--- config.mk ---
export PLATFORM = sky130hd
export DESIGN_NAME = display_frame_gen
export DESIGN_NICKNAME = d
export VERILOG_FILES = /design/src/rtl/display_frame_gen.sv
export SDC_FILE = /design/constraint.sdc
export NUM_CORES = 1
export LEC_CHECK = 0
export BUFFER_PORTS_ARGS = -buffer_cell sky130_fd_sc_hd__buf_2
export CAP_MARGIN = 20
export CORE_AREA = 2 2 108 110
export DETAILED_ROUTE_END_ITERATION = 7
export DIE_AREA = 0 0 110 112
export PLACE_DENSITY = 0.85
export SLEW_MARGIN = 40
export SYNTH_ARGS = -nofsm -noshare
export SYNTH_HDL_FRONTEND = slang
export SYNTH_SLANG_ARGS = --single-unit
--- constraint.sdc ---
create_clock -name clk -period 4.5 [get_ports clk]
set_input_delay 0.225 -clock clk [delete_from_list [all_inputs] [get_ports clk]]
set_output_delay 0.225 -clock clk [all_outputs]
set_load 0.005 [all_outputs]
--- src/rtl/display_frame_gen.sv ---
// Randomised segment-selection frame generator: one LFSR step per segment,
// complete frames handed downstream over a valid/ready handshake.
module display_frame_gen #(
   parameter int NB_SEGMENTS = 28,
   parameter int FRAME_CNT_W = 8
) (
   input  logic                   clk,
   input  logic                   rst,
   input  logic                   start,
   input  logic                   abort,
   input  logic [15:0]            seed,
   input  logic [NB_SEGMENTS-1:0] msg,
   input  logic                   z,
   input  logic [1:0]             prob_mode,
   input  logic [FRAME_CNT_W-1:0] nb_frames,
   output logic                   busy,
   output logic                   frame_valid,
   input  logic                   frame_ready,
   output logic [NB_SEGMENTS-1:0] frame_seg,
   output logic [FRAME_CNT_W-1:0] frame_idx,
   output logic                   done,
   output logic [1:0]             dbg_state_o
);

   localparam int SEG_W = $clog2(NB_SEGMENTS);
   localparam logic [SEG_W-1:0] LAST_SEG = SEG_W'(NB_SEGMENTS - 1);

   typedef enum logic [1:0] {
      S_IDLE = 2'd0,
      S_GEN  = 2'd1,
      S_HOLD = 2'd2
   } state_t;

   state_t                 state_q, state_d;
   logic [15:0]            lfsr_q, lfsr_d;
   logic [SEG_W-1:0]       seg_cnt_q, seg_cnt_d;
   logic [NB_SEGMENTS-1:0] build_q, build_d;
   logic [NB_SEGMENTS-1:0] seg_q, seg_d;
   logic [FRAME_CNT_W-1:0] idx_q, idx_d;
   logic [NB_SEGMENTS-1:0] msg_q, msg_d;
   logic                   z_q, z_d;
   logic [1:0]             mode_q, mode_d;
   logic [FRAME_CNT_W-1:0] nb_q, nb_d;
   logic                   done_q, done_d;

   logic [15:0]            lfsr_nxt;
   logic [3:0]             thr;
   logic                   hit;
   logic                   seg_bit;
   logic [FRAME_CNT_W-1:0] idx_inc;
   logic                   is_last;

   // Handshake: a frame moves downstream on every rising clock edge where
   // frame_valid and frame_ready are both high; frame_seg/frame_idx are held
   // unchanged while frame_valid is high and frame_ready is low.
   always_comb begin
      state_d   = state_q;
      lfsr_d    = lfsr_q;
      seg_cnt_d = seg_cnt_q;
      build_d   = build_q;
      seg_d     = seg_q;
      idx_d     = idx_q;
      msg_d     = msg_q;
      z_d       = z_q;
      mode_d    = mode_q;
      nb_d      = nb_q;
      done_d    = 1'b0;

      lfsr_nxt = {lfsr_q[14:0], lfsr_q[15] ^ lfsr_q[13] ^ lfsr_q[12] ^ lfsr_q[10]};
      case (mode_q)
         2'b00:   thr = 4'd8;
         2'b01:   thr = 4'd11;
         2'b10:   thr = 4'd13;
         default: thr = 4'd14;
      endcase
      hit     = (lfsr_nxt[3:0] < thr);
      seg_bit = msg_q[seg_cnt_q] ? hit : (z_q & ~hit);
      idx_inc = idx_q + 1'b1;
      is_last = (nb_q != '0) && (idx_inc == nb_q);

      case (state_q)
         S_IDLE: begin
            if (start && !abort) begin
               lfsr_d    = (seed == 16'h0000) ? 16'h0001 : seed;
               msg_d     = msg;
               z_d       = z;
               mode_d    = prob_mode;
               nb_d      = nb_frames;
               seg_cnt_d = '0;
               idx_d     = '0;
               state_d   = S_GEN;
            end
         end
         S_GEN: begin
            lfsr_d            = lfsr_nxt;
            build_d[seg_cnt_q] = seg_bit;
            if (seg_cnt_q == LAST_SEG) begin
               // Publish the whole frame at once so frame_seg never shows a partial mask.
               seg_d     = build_d;
               seg_cnt_d = '0;
               state_d   = S_HOLD;
            end else begin
               seg_cnt_d = seg_cnt_q + 1'b1;
            end
         end
         S_HOLD: begin
            if (frame_ready) begin
               if (is_last) begin
                  done_d  = 1'b1;
                  state_d = S_IDLE;
               end else begin
                  idx_d   = idx_inc;
                  state_d = S_GEN;
               end
            end
         end
         default: state_d = S_IDLE;
      endcase

      if (abort) begin
         state_d = S_IDLE;
         done_d  = 1'b0;
      end
   end

   always_ff @(posedge clk or posedge rst) begin
      if (rst) begin
         state_q   <= S_IDLE;
         lfsr_q    <= 16'h0001;
         seg_cnt_q <= '0;
         build_q   <= '0;
         seg_q     <= '0;
         idx_q     <= '0;
         msg_q     <= '0;
         z_q       <= 1'b0;
         mode_q    <= 2'b00;
         nb_q      <= '0;
         done_q    <= 1'b0;
      end else begin
         state_q   <= state_d;
         lfsr_q    <= lfsr_d;
         seg_cnt_q <= seg_cnt_d;
         build_q   <= build_d;
         seg_q     <= seg_d;
         idx_q     <= idx_d;
         msg_q     <= msg_d;
         z_q       <= z_d;
         mode_q    <= mode_d;
         nb_q      <= nb_d;
         done_q    <= done_d;
      end
   end

   assign busy        = (state_q != S_IDLE);
   assign frame_valid = (state_q == S_HOLD);
   assign frame_seg   = seg_q;
   assign frame_idx   = idx_q;
   assign done        = done_q;
   assign dbg_state_o = state_q;

endmodule

* Word level (Yosys, flattened, before mapping)
Index checks and enable logic that the tools add are counted.
Word-level totals: register bits 127, input port bits 60, output and inout bits 41, word-level logic and storage cells 76
Operators by class: add/subtract/negate cells 2, $lt $le $gt $ge 3, eq/ne operators 12, mux-type cells 27, bitwise operators 5, reductions and logical operators 16
Operators with widths (count):
- 16-bit two-way mux | 2
- 16-bit one-hot mux with 2 select lines | 1
- 28-bit bitwise mux | 1
- 8-bit two-way mux | 3
- 16-bit zero test | 1
- 8-bit one-hot mux with 2 select lines | 1
- 5-bit two-way mux | 2
- 5-bit one-hot mux with 2 select lines | 1
- 3-bit one-hot mux with 3 select lines | 1
- 8-bit by 1-bit adder with 8-bit output, second input constant | 1
- 8-bit equality test | 1
- 1-bit two-way mux | 8
- 2-bit two-way mux | 4
- 8-bit nonzero test | 1
- 5-bit by 6-bit less-than comparator with 1-bit output, second input constant | 1
- 3-bit != test, second input constant | 2
- 2-bit one-hot mux with 3 select lines | 1
- 2-bit AND reduction | 3
- 2-bit nonzero test | 3
- 5-bit by 1-bit adder with 5-bit output, second input constant | 1
- 1-bit binary-select mux with 5-bit select | 1
- 1-bit demux with 5-bit select | 1
- 5-bit equality test, second input constant | 1
- 5-bit by 1-bit greater-or-equal comparator with 1-bit output, second input constant | 1
- other kinds (14) | 22

* Depth between registers and ports, before layout
Gate-level depths: netlist of run 1.
word-level depth 8, mapped depth 11, gate-level depth less buffers 10

* Least setup slack after synthesis of run 1
OpenSTA, ideal clock, no wires.
path type flip-flop to flip-flop, start point register seg_cnt_q[0], end point register seg_q[24], in the netlist frame_seg[24], setup time 0.065 ns, data arrival time 2.177 ns, required time 4.435 ns, slack 2.258 ns, stages on the path, launching flop included 8, buffers on the path 2, clock period less this slack 2.242 ns, cells stage by stage dfrtp_1 > buf_6 > mux4_2 > a22o_1 > a311oi_2 > mux2i_2 > buf_6 > a31o_2
Between the ends: word-level cells in the longest chain between the ends 5, elaborated cells between the ends (all ways) 11, classes of those cells order compare: 2; eq/ne: 1; mux: 6; reduce/logical: 2
RTL lines:
- start: declaration | RTL line 36 | logic [SEG_W-1:0] seg_cnt_q, seg_cnt_d;
- start signal: assignment | RTL line 142 | seg_cnt_q <= seg_cnt_d;
- 5-bit by 6-bit less-than comparator with 1-bit output (implied by the code) or 5-bit by 1-bit greater-or-equal comparator with 1-bit output (tied branches) | RTL line 96 | build_d[seg_cnt_q] = seg_bit;
- 1-bit logical AND (implied by the code) | RTL line 96
- 1-bit two-way mux (implied by the code) | RTL line 96
- 1-bit demux with 5-bit select | RTL line 96
- 28-bit bitwise mux | RTL line 96
- end signal: assignment | RTL line 144 | seg_q <= seg_d;
- end: declaration | RTL line 38 | logic [NB_SEGMENTS-1:0] seg_q, seg_d;
Several ways; a longest one is shown, not always the timed one. The select of a mux whose other input is x is not followed. A chain may end at the register's enable or synchronous reset.

* Worst setup path after layout of run 1
start point register seg_cnt_q[1], end point register build_q[22]
Between the ends: word-level cells in the longest chain between the ends 5, elaborated cells between the ends (all ways) 9, classes of those cells order compare: 2; mux: 6; reduce/logical: 1
RTL lines:
- 5-bit by 6-bit less-than comparator with 1-bit output (implied by the code) or 5-bit by 1-bit greater-or-equal comparator with 1-bit output (tied branches) | RTL line 96
- 1-bit logical AND (implied by the code) | RTL line 96
- 1-bit two-way mux (implied by the code) | RTL line 96
- 1-bit demux with 5-bit select | RTL line 96
- 28-bit bitwise mux * | RTL line 96
- end signal: assignment | RTL line 143 | build_q <= build_d;
- end: declaration | RTL line 37 | logic [NB_SEGMENTS-1:0] build_q, build_d;
Every way passes the cells marked *; elsewhere a longest branch is shown, timed or not. The select of a mux whose other input is x is not followed.

==> results of run 1 <==
-- area by class of cell --
| cell class | instances | area share |
|---|---|---|
| clock buffers | 20 | 0.06005 |
| clock inverters | 11 | 0.02237 |
| inverters | 5 | 0.003196 |
| multi-input cells | 484 | 0.3751 |
| flip-flops and latches | 126 | 0.4241 |
| well taps | 143 | 0.02405 |
| repair buffers | 119 | 0.09117 |
-- cell families (layout without fill, tap and decap cells) --
logic type	count (synthesis)	after routing	synth area share
buffers and inverters	48	155	0.03774
AO/OA/AOI/OAI	122	122	0.1244
XOR/XNOR	12	12	0.01704
multiplexers	42	42	0.08541
AND/OR/NAND/NOR	299	299	0.2057
flip-flops	126	126	0.5115
adder cells (fa/ha/maj)	9	9	0.01826
-- final timing paths --
check	startpoint	to	slack (ns)	cells past startpoint
max	seg_cnt_q[1]$_DFFE_PP0P_	build_q[22]$_DFFE_PP0P_	1.65	7
min	msg[19]	msg_q[19]$_DFFE_PP0P_	0.002	3
max reg2reg	seg_cnt_q[1]$_DFFE_PP0P_	build_q[22]$_DFFE_PP0P_	1.65	7
min reg2reg	frame_seg[16]$_DFFE_PP0P_	frame_seg[16]$_DFFE_PP0P_	0.47	2
max in group asynchronous	rst	lfsr_q[0]$_DFFE_PP1P_	2.93	4
min in group asynchronous	rst	frame_seg[7]$_DFFE_PP0P_	0.48	3
-- per-stage QoR --
| stage | utilization | cell area, sq um | setup slack [ns] | power [uW] | std cells |
|---|---|---|---|---|---|
| after floorplan | - | 6167 | 0.9207 | 1928 | 658 |
| after global placement | 0.5976 | 6678 | 1.915 | 2031 | 863 |
| after detailed placement | 0.5980 | 6683 | 1.720 | 2077 | 863 |
| after CTS | 0.6654 | 7436 | 1.664 | 3526 | 908 |
| after global routing | 0.6657 | 7438 | 1.549 | 3680 | 908 |
| final | 0.6657 | 7438 | 1.648 | 3528 | 908 |
-- where the power goes --
part,switching [uW],internal [uW],leakage [uW]
clock network,496,935,0.000292
logic,373,286,0.00172
registers,148,1290,0.00166
-- cell usage after synthesis (all sizes together), types with 10 or more instances --
master / instances
nand2: 199
dfrtp: 125
nor2: 41
o21ai: 38
clkbuf: 32
a21oi: 30
mux2: 28
a22oi: 15
buf: 11
mux2i: 11
nor3: 10
xnor2: 10
-- registers in the layout, indices dropped and copies added (netlist names) --
register     cells
build_q         27
dbg_state_o      2
done             1
frame_idx        8
frame_seg       28
lfsr_q          16
mode_q           2
msg_q           28
nb_q             8
seg_cnt_q        5
z_q              1
-- per-layer routing --
metal	GRT usage	vias to the layer above	share of wire
met5	0	-	0
met4	0.08945	0	0.026
met3	0.06265	49	0.065
met2	0.4290	228	0.49
met1	0.3597	2554	0.42
li1	-	2434	-
-- tightest hold or removal path, delay by kind of cell --
| family | cells | cell delay, ns |
|---|---|---|
| and+or+nand+nor | 2 | 0.09 |
| buffers and inverters | 1 | 0.08 |
-- repair_timing --
action                                  4_1_cts  5_1_grt
hold buffers                                 14        0
endpoints found under the setup margin        0        0
endpoints found under the hold margin        95        0
==> results.json, run 1 <==
{
  "path_clk_slew_ns": 0.05,
  "layout_commonest_cell": "nand2_1",
  "drt_first_iter_violations": 598,
  "vias": 5265,
  "slowest_delay_ns": 0.82,
  "power_density_nw_per_um2": 474.3,
  "track_usage": 0.2685,
  "clk_latency_ns": 0.42,
  "fill_cells": 855,
  "vias_per_cell": 5.798,
  "path_cells": "mux4_2, mux2i_1, o2bb2ai_1, a311oi_2, mux2i_2, buf_4, mux2_2",
  "ios": 101,
  "fin_hold_ws_ns": 0.002036,
  "grt_overflow": 0,
  "power_leakage_uw": 0.003670,
  "place.gp.congestion": 0.8604,
  "vdd_drop_max_v": 0.0002765,
  "period_needed_ns": 2.852,
  "cts_root_buf": "clkbuf_16",
  "wire_per_inst_um": 17.11,
  "synth.ff_latch_count": 126,
  "synthArstFlopShare": 1.000,
  "slew_headroom": 0.4746,
  "fp.dieH_um": 112,
  "worstPathRequired_ns": 4.85,
  "period_share": 0.6337,
  "finalSetupViolCount": 0,
  "cts.sinks": 126,
  "clockBufferDepth": 2,
  "register_area_sq_um": 3154,
  "die_area_sq_um": 12320,
  "cts_max_level": 4,
  "wirelength_um": 15530,
  "path_buf_inv": 1,
  "drc": 0,
  "path_max_fanout": 31,
  "worst_setup_path_end_kind": "flip-flop",
  "fmax_mhz": 350.7,
  "cp.arrival_ns": 3.20,
  "numCtsBuffers": 17,
  "synth.distinct_cells": 57,
  "post_cts_buffers": 0,
  "synth-main-ff-cell": "dfrtp_1",
  "min_path_type": "input pin to flip-flop",
  "status": "finished, final reports clean",
  "io_buffers": 100,
  "grt_pass1_vias": 5253,
  "cts_tree": "done",
  "ys_seq_area_frac": 0.5115,
  "crit_family": "multiplexers",
  "diodes": 0,
  "final-hold-violation-count": 0,
  "yosys_warnings": 0,
  "syn_avg_cell_area_sq_um": 9.373,
  "clock_skew_ns": 0.009650,
  "ctsResizeCount": 0,
  "critPathKind": "flip-flop to flip-flop",
  "syn_nets": 727,
  "dr.pass1.iters": 5,
  "drv_slew": 0,
  "grt_pass1_wl_um": 25700,
  "syn_inst": 658,
  "die_w_um": 110,
  "syn2layout_area_growth_pct": 20.61,
  "final_nets": 822,
  "rsz0062_at_grt": "no",
  "grt_max_degree": 84,
  "multi_input_area_sq_um": 2790,
  "ys_top_cells_by_area": "dfrtp_1, nand2_1, mux2_2",
  "cap_violations": 0,
  "final_cell_mix": "nand2_1, dfrtp_1, buf_2",
  "antenna_found_initial": 0,
  "cp-start-kind": "flip-flop",
  "drive_above_1_share": 0.2340,
  "slowest_stage": "dfrtp_1",
  "synth_top_area_cell": "dfrtp_1",
  "dp_hpwl_um": 10010,
  "rows": 39,
  "worstMarginPinSlew_ns": 0.7864,
  "fin_tns_setup_ns": 0,
  "drtAntennaViolNets": 0,
  "synth_top_cell_area_share": 0.5072,
  "core_sq_um": 11170,
  "syn_area_sq_um": 6167,
  "start_util": 0.5519,
  "synth-edff-count": 0
}
(Power assumes the default switching activity.)
==> run 2, diff against run 1 <==
--- a/config.mk
+++ b/config.mk
@@ -7,10 +7,10 @@
 export LEC_CHECK = 0
 export BUFFER_PORTS_ARGS = -buffer_cell sky130_fd_sc_hd__buf_2
 export CAP_MARGIN = 20
-export CORE_AREA = 2 2 108 110
+export CORE_AREA = 2 2 113 115
 export DETAILED_ROUTE_END_ITERATION = 7
-export DIE_AREA = 0 0 110 112
-export PLACE_DENSITY = 0.85
+export DIE_AREA = 0 0 115 117
+export PLACE_DENSITY = 0.81
 export SLEW_MARGIN = 40
 export SYNTH_ARGS = -nofsm -noshare
 export SYNTH_HDL_FRONTEND = slang
==> constraint.sdc (replaced) <==
create_clock -name clk -period 2.6 [get_ports clk]
set_input_delay 0.13 -clock clk [delete_from_list [all_inputs] [get_ports clk]]
set_output_delay 0.13 -clock clk [all_outputs]
set_load 0.005 [all_outputs]
==> run 2 against run 1 <==
  * Fmax increased by 18%
  * Register-to-register slack got worse by 1.5 ns
  * Cell area increased by 6.5%
  * Die area increased by 9.2%
  * Utilization decreased by 2.2 points
  * Sequential share of layout area decreased by 2.6 points
  * Critical path depth unchanged
  * Largest cell class unchanged
  * Highest routed layer unchanged
==> results.json, run 2 (synthesis gave the netlist of run 1 again) <==
{
  "final_cell_mix": "nand2_1, dfrtp_1, buf_2",
  "min_path_type": "input pin to flip-flop",
  "cp.arrival_ns": 2.71,
  "pwr-share-seq": 0.417,
  "cap_violations": 0,
  "cts_max_level": 4,
  "final-hold-violation-count": 0,
  "path_max_fanout": 31,
  "clk_latency_ns": 0.42,
  "fin_tns_setup_ns": 0,
  "period_needed_ns": 2.412,
  "start_util": 0.5009,
  "vdd_drop_max_v": 0.0004333,
  "syn2layout_area_growth_pct": 28.42,
  "layout_commonest_cell": "nand2_1",
  "worstPathRequired_ns": 2.90,
  "status": "finished, final reports clean",
  "diodes": 0,
  "switchingPower_uw": 1696,
  "place.gp.congestion": 0.9319,
  "cp-start-kind": "flip-flop",
  "pwr-share-comb": 0.213,
  "crit_family": "flip-flops",
  "path_cells": "or3b_1, o221ai_1, o2bb2ai_1, a311oi_2, mux2i_2, buf_4, mux2_2",
  "grt_pass1_wl_um": 26130,
  "antenna_found_initial": 0,
  "path_clk_slew_ns": 0.06,
  "power_density_nw_per_um2": 740.6,
  "track_usage": 0.2506,
  "period_share": 0.9275,
  "cts_root_buf": "clkbuf_16",
  "final_cells": 969,
  "intPower_uw": 4170,
  "grt_max_degree": 62,
  "wirelength_um": 15970,
  "grt_overflow": 0,
  "place_inst": 884,
  "core_sq_um": 12310,
  "critPathKind": "flip-flop to flip-flop",
  "drtAntennaViolNets": 0,
  "rsz0062_at_grt": "no",
  "wire_per_inst_um": 16.48,
  "p_clk_frac": 0.370,
  "die_w_um": 115,
  "vias_per_cell": 5.560,
  "rows": 41,
  "drc": 0,
  "slowest_delay_ns": 0.62,
  "io_buffers": 100,
  "cts.sinks": 126,
  "slew_headroom": 0.4719,
  "slowest_stage": "dfrtp_1",
  "path_buf_inv": 1,
  "grt_pass1_vias": 5427,
  "post_cts_buffers": 0,
  "power_leakage_uw": 0.003889,
  "die_area_sq_um": 13460,
  "cts_tree": "done",
  "worst_setup_path_end_kind": "flip-flop",
  "drive_above_1_share": 0.2332,
  "drt_first_iter_violations": 522,
  "clockBufferDepth": 2,
  "dr.pass1.iters": 5,
  "fill_cells": 964,
  "p_sw_frac": 0.2891,
  "vias": 5388,
  "drv_slew": 0,
  "clock_skew_ns": 0.007698,
  "dp_hpwl_um": 10140,
  "numCtsBuffers": 17,
  "finalSetupViolCount": 0,
  "fmax_mhz": 414.7,
  "worstMarginPinSlew_ns": 0.7913,
  "ios": 101,
  "final_nets": 878,
  "register_area_sq_um": 3154,
  "fp.dieH_um": 117,
  "multi_input_area_sq_um": 2788
}
## run 2: changes by cell type in the layout (fill, tap and decap cells not counted)
cell	delta
or3b_2	+1
clkinv_4	-2
buf_4	+12
buf_12	+2
bufinv_16	-3
dlygate4sd3_1	+42
clkbuf_8	+2
or3b_4	-1
clkinv_2	+1
## run 2: what timing repair did
action | in CTS | in global routing
endpoints found under the hold margin | 92 | 0
resized for setup | 0 | 0
hold buffers | 56 | 0
## run 2: path summary, 6_finish.rpt
check | startpoint | end | cells after the start | slack [ns]
max | seg_cnt_q[4]$_DFFE_PP0P_ | build_q[22]$_DFFE_PP0P_ | 7 | 0.19
max in group asynchronous | rst | lfsr_q[0]$_DFFE_PP1P_ | 4 | 1.69
min | frame_ready | dbg_state_o[1]$_DFFE_PP0P_ | 3 | 0.03
min reg2reg | frame_seg[16]$_DFFE_PP0P_ | frame_seg[16]$_DFFE_PP0P_ | 2 | 0.47
min in group asynchronous | rst | frame_seg[19]$_DFFE_PP0P_ | 3 | 0.21
max reg2reg | seg_cnt_q[4]$_DFFE_PP0P_ | build_q[22]$_DFFE_PP0P_ | 7 | 0.19
## run 2: metal layers
layer | GRT usage | routed length, um | vias to the layer above
met5 | 0 | 0 | -
met1 | 0.3101 | 6801 | 2565
li1 | - | - | 2551
met4 | 0.1181 | 420 | 0
met3 | 0.05767 | 923 | 40
met2 | 0.4200 | 7824 | 232
## run 2: layout make-up
class                   instances  share of cell area
clock buffers                  22             0.05987
repair buffers                175              0.1551
inverters                       5            0.002844
clock inverters                 7            0.008215
flip-flops and latches        126              0.3983
multi-input cells             484              0.3520
well taps                     150             0.02370
## run 2: worst register-to-register path: cells and delay by family, from the launching register on
kind | cells | cell delay, ns
muxes | 2 | 0.47
DFF | 1 | 0.62
buffers and inverters | 1 | 0.24
AOI/OAI and AO/OA | 3 | 0.44
and+or+nand+nor | 1 | 0.51
## run 2: stage by stage
step / setup slack [ns] / total power, uW / utilization / instance area [sq um] / hold slack [ns]
4_1_cts: 0.1959 / 5878 / 0.6433 / 7920 / 0.01541
6_report: 0.1885 / 5866 / 0.6433 / 7920 / 0.02722
3_3_place_gp: 0.2748 / 3594 / 0.5538 / 6818 / 0.09631
3_5_place_dp: 0.2220 / 3632 / 0.5540 / 6820 / 0.09597
5_1_grt: 0.02658 / 6149 / 0.6433 / 7920 / 0.02100
2_1_floorplan: 0.3583 / 3337 / - / 6171 / 0.1931
## run 2: power by group through the flow
stage               logic [uW]  clock network (uW)  registers [uW]
finish                    1250                2170            2440
global route              1380                2290            2480
CTS                       1240                2200            2440
detailed placement        1170                   0            2470
global placement          1140                   0            2460
floorplan                  943                   0            2390
==> run 3, diff against run 2 <==
--- a/config.mk
+++ b/config.mk
@@ -10,7 +10,8 @@
 export CORE_AREA = 2 2 113 115
 export DETAILED_ROUTE_END_ITERATION = 7
 export DIE_AREA = 0 0 115 117
-export PLACE_DENSITY = 0.81
+export GPL_TIMING_DRIVEN = 0
+export PLACE_DENSITY = 0.83
 export SLEW_MARGIN = 40
 export SYNTH_ARGS = -nofsm -noshare
 export SYNTH_HDL_FRONTEND = slang
==> run 3 against run 2 <==
  * Clock-buffer cell count up 1
  * Sequential share of layout area shrank 1.5 points
  * Critical endpoint is now build_q[19]$_DFFE_PP0P_
  * Via count grew 3.6%
  * Critical path depth rose by 2
==> results.json, run 3 (synthesis gave the netlist of run 1 again) <==
{
  "slowest_stage": "mux4_2",
  "place_area_sq_um": 7017,
  "cts_max_level": 4,
  "grt_pass1_wl_um": 27150,
  "min_path_type": "input pin to flip-flop",
  "worstPathRequired_ns": 2.96,
  "dp_hpwl_um": 10970,
  "wirelength_um": 16910,
  "path_buf_inv": 3,
  "slew_headroom": 0.5355,
  "drc": 0,
  "power_leakage_uw": 0.004008,
  "period_share": 0.9848,
  "worst_setup_path_end_kind": "flip-flop",
  "fin_util": 0.6681,
  "setup_ws_ns": 0.03940,
  "rsz0062_at_grt": "yes",
  "register_area_sq_um": 3154,
  "cp-start-kind": "flip-flop",
  "syn2layout_area_growth_pct": 33.37,
  "io_buffers": 100,
  "cap_violations": 0,
  "clock_skew_ns": 0.009930,
  "start_util": 0.5009,
  "ios": 101,
  "drv_slew": 0,
  "multi_input_area_sq_um": 2805,
  "cp.arrival_ns": 2.92,
  "vias": 5583,
  "fin_area_sq_um": 8225,
  "final-hold-violation-count": 0,
  "vias_per_cell": 5.550,
  "vdd_drop_max_v": 0.0003983,
  "finalSetupViolCount": 0,
  "status": "finished, final reports clean",
  "cts_tree": "done",
  "track_usage": 0.2643,
  "rows": 41,
  "path_clk_slew_ns": 0.06,
  "dpl_worst_slack_ns": -0.1008,
  "fill_cells": 930,
  "numCtsBuffers": 17,
  "die_area_sq_um": 13460,
  "drt_first_iter_violations": 384,
  "die_w_um": 115,
  "wire_per_inst_um": 16.80,
  "path_cells": "buf_6, mux4_2, mux2i_1, o2bb2ai_1, a311oi_2, mux2i_4, buf_12, buf_4, mux2_2",
  "drive_above_1_share": 0.2313,
  "fp.dieH_um": 117,
  "diodes": 0,
  "drtAntennaViolNets": 0,
  "grt_overflow": 0,
  "clk_latency_ns": 0.42,
  "cts_root_buf": "clkbuf_16",
  "final_nets": 914,
  "path_max_fanout": 7,
  "clockBufferDepth": 2,
  "crit_family": "multiplexers",
  "layout_commonest_cell": "nand2_1",
  "power_density_nw_per_um2": 754.8,
  "cts.sinks": 126,
  "critPathKind": "flip-flop to flip-flop",
  "core_sq_um": 12310,
  "fmax_mhz": 390.5,
  "period_needed_ns": 2.561,
  "grt_pass1_vias": 5513,
  "worstMarginPinSlew_ns": 0.6915,
  "dr.pass1.iters": 5,
  "place.gp.congestion": 0.8885,
  "grt_max_degree": 27,
  "antenna_found_initial": 0,
  "slowest_delay_ns": 0.49,
  "final_cell_mix": "nand2_1, dfrtp_1, buf_2"
}
[run 3: layout make-up]
cell class / instances / share of cell area
Clock inverter: 7 / 0.007606
Buffer: 43 / 0.02738
Clock buffer: 23 / 0.05932
Multi-Input combinational cell: 484 / 0.3410
Tap cell: 150 / 0.02282
Inverter: 5 / 0.002738
Sequential cell: 126 / 0.3835
Timing Repair Buffer: 168 / 0.1556
[run 3: worst paths after layout]
path	slack, ns	endpoint	depth (start not counted)	startpoint
max	0.04	build_q[19]$_DFFE_PP0P_	9	seg_cnt_q[1]$_DFFE_PP0P_
min	0.03	dbg_state_o[1]$_DFFE_PP0P_	3	frame_ready
max reg2reg	0.04	build_q[19]$_DFFE_PP0P_	9	seg_cnt_q[1]$_DFFE_PP0P_
min reg2reg	0.47	msg_q[10]$_DFFE_PP0P_	2	msg_q[10]$_DFFE_PP0P_
max in group asynchronous	1.42	lfsr_q[0]$_DFFE_PP1P_	6	rst
min in group asynchronous	0.27	frame_seg[25]$_DFFE_PP0P_	3	rst
[run 3: metal layers]
metal	vias to the layer above	part of all wire	global-route usage
li1	2632	-	-
met1	2673	0.41	0.3232
met2	234	0.49	0.4522
met3	44	0.066	0.05973
met4	0	0.028	0.1165
met5	-	0	0
[run 3: worst reg2reg max path, cell delays in order, from the launching register on]
cell       delay, ns
dfrtp_1         0.40
buf_6           0.15
mux4_2          0.49
mux2i_1         0.20
o2bb2ai_1       0.09
a311oi_2        0.41
mux2i_4         0.33
buf_12          0.15
buf_4           0.13
mux2_2          0.15
[run 3: what timing repair did]
| item | CTS | global route |
|---|---|---|
| setup buffers | 0 | 4 |
| cloned | 0 | 2 |
| pin swaps | 0 | 2 |
| setup endpoints to repair | 19 | 33 |
| hold endpoints to repair | 73 | 0 |
| hold buffers | 56 | 0 |
| resized for setup | 2 | 13 |
[run 3: where the power goes]
part / switching (uW) / leakage (uW) / internal (uW) / total [uW]
Combinational: 791 / 0.00207 / 763 / 1550
Clock: 832 / 0.000274 / 1390 / 2230
Sequential: 193 / 0.00166 / 2240 / 2430
Total: 1820 / 0.00401 / 4390 / 6210
[run 3: stage by stage]
stage / TNS [ns] / hold WS [ns] / cells / power, uW
finish: 0 / 0.03382 / 1006 / 6209
global route: -0.3337 / 0.02600 / 1006 / 6488
CTS: 0 / 0.01821 / 1000 / 6027
detailed placement: -0.9067 / 0.1676 / 914 / 3727
global placement: -0.5984 / 0.3215 / 908 / 3664
floorplan: 0 / 0.1931 / 658 / 3337
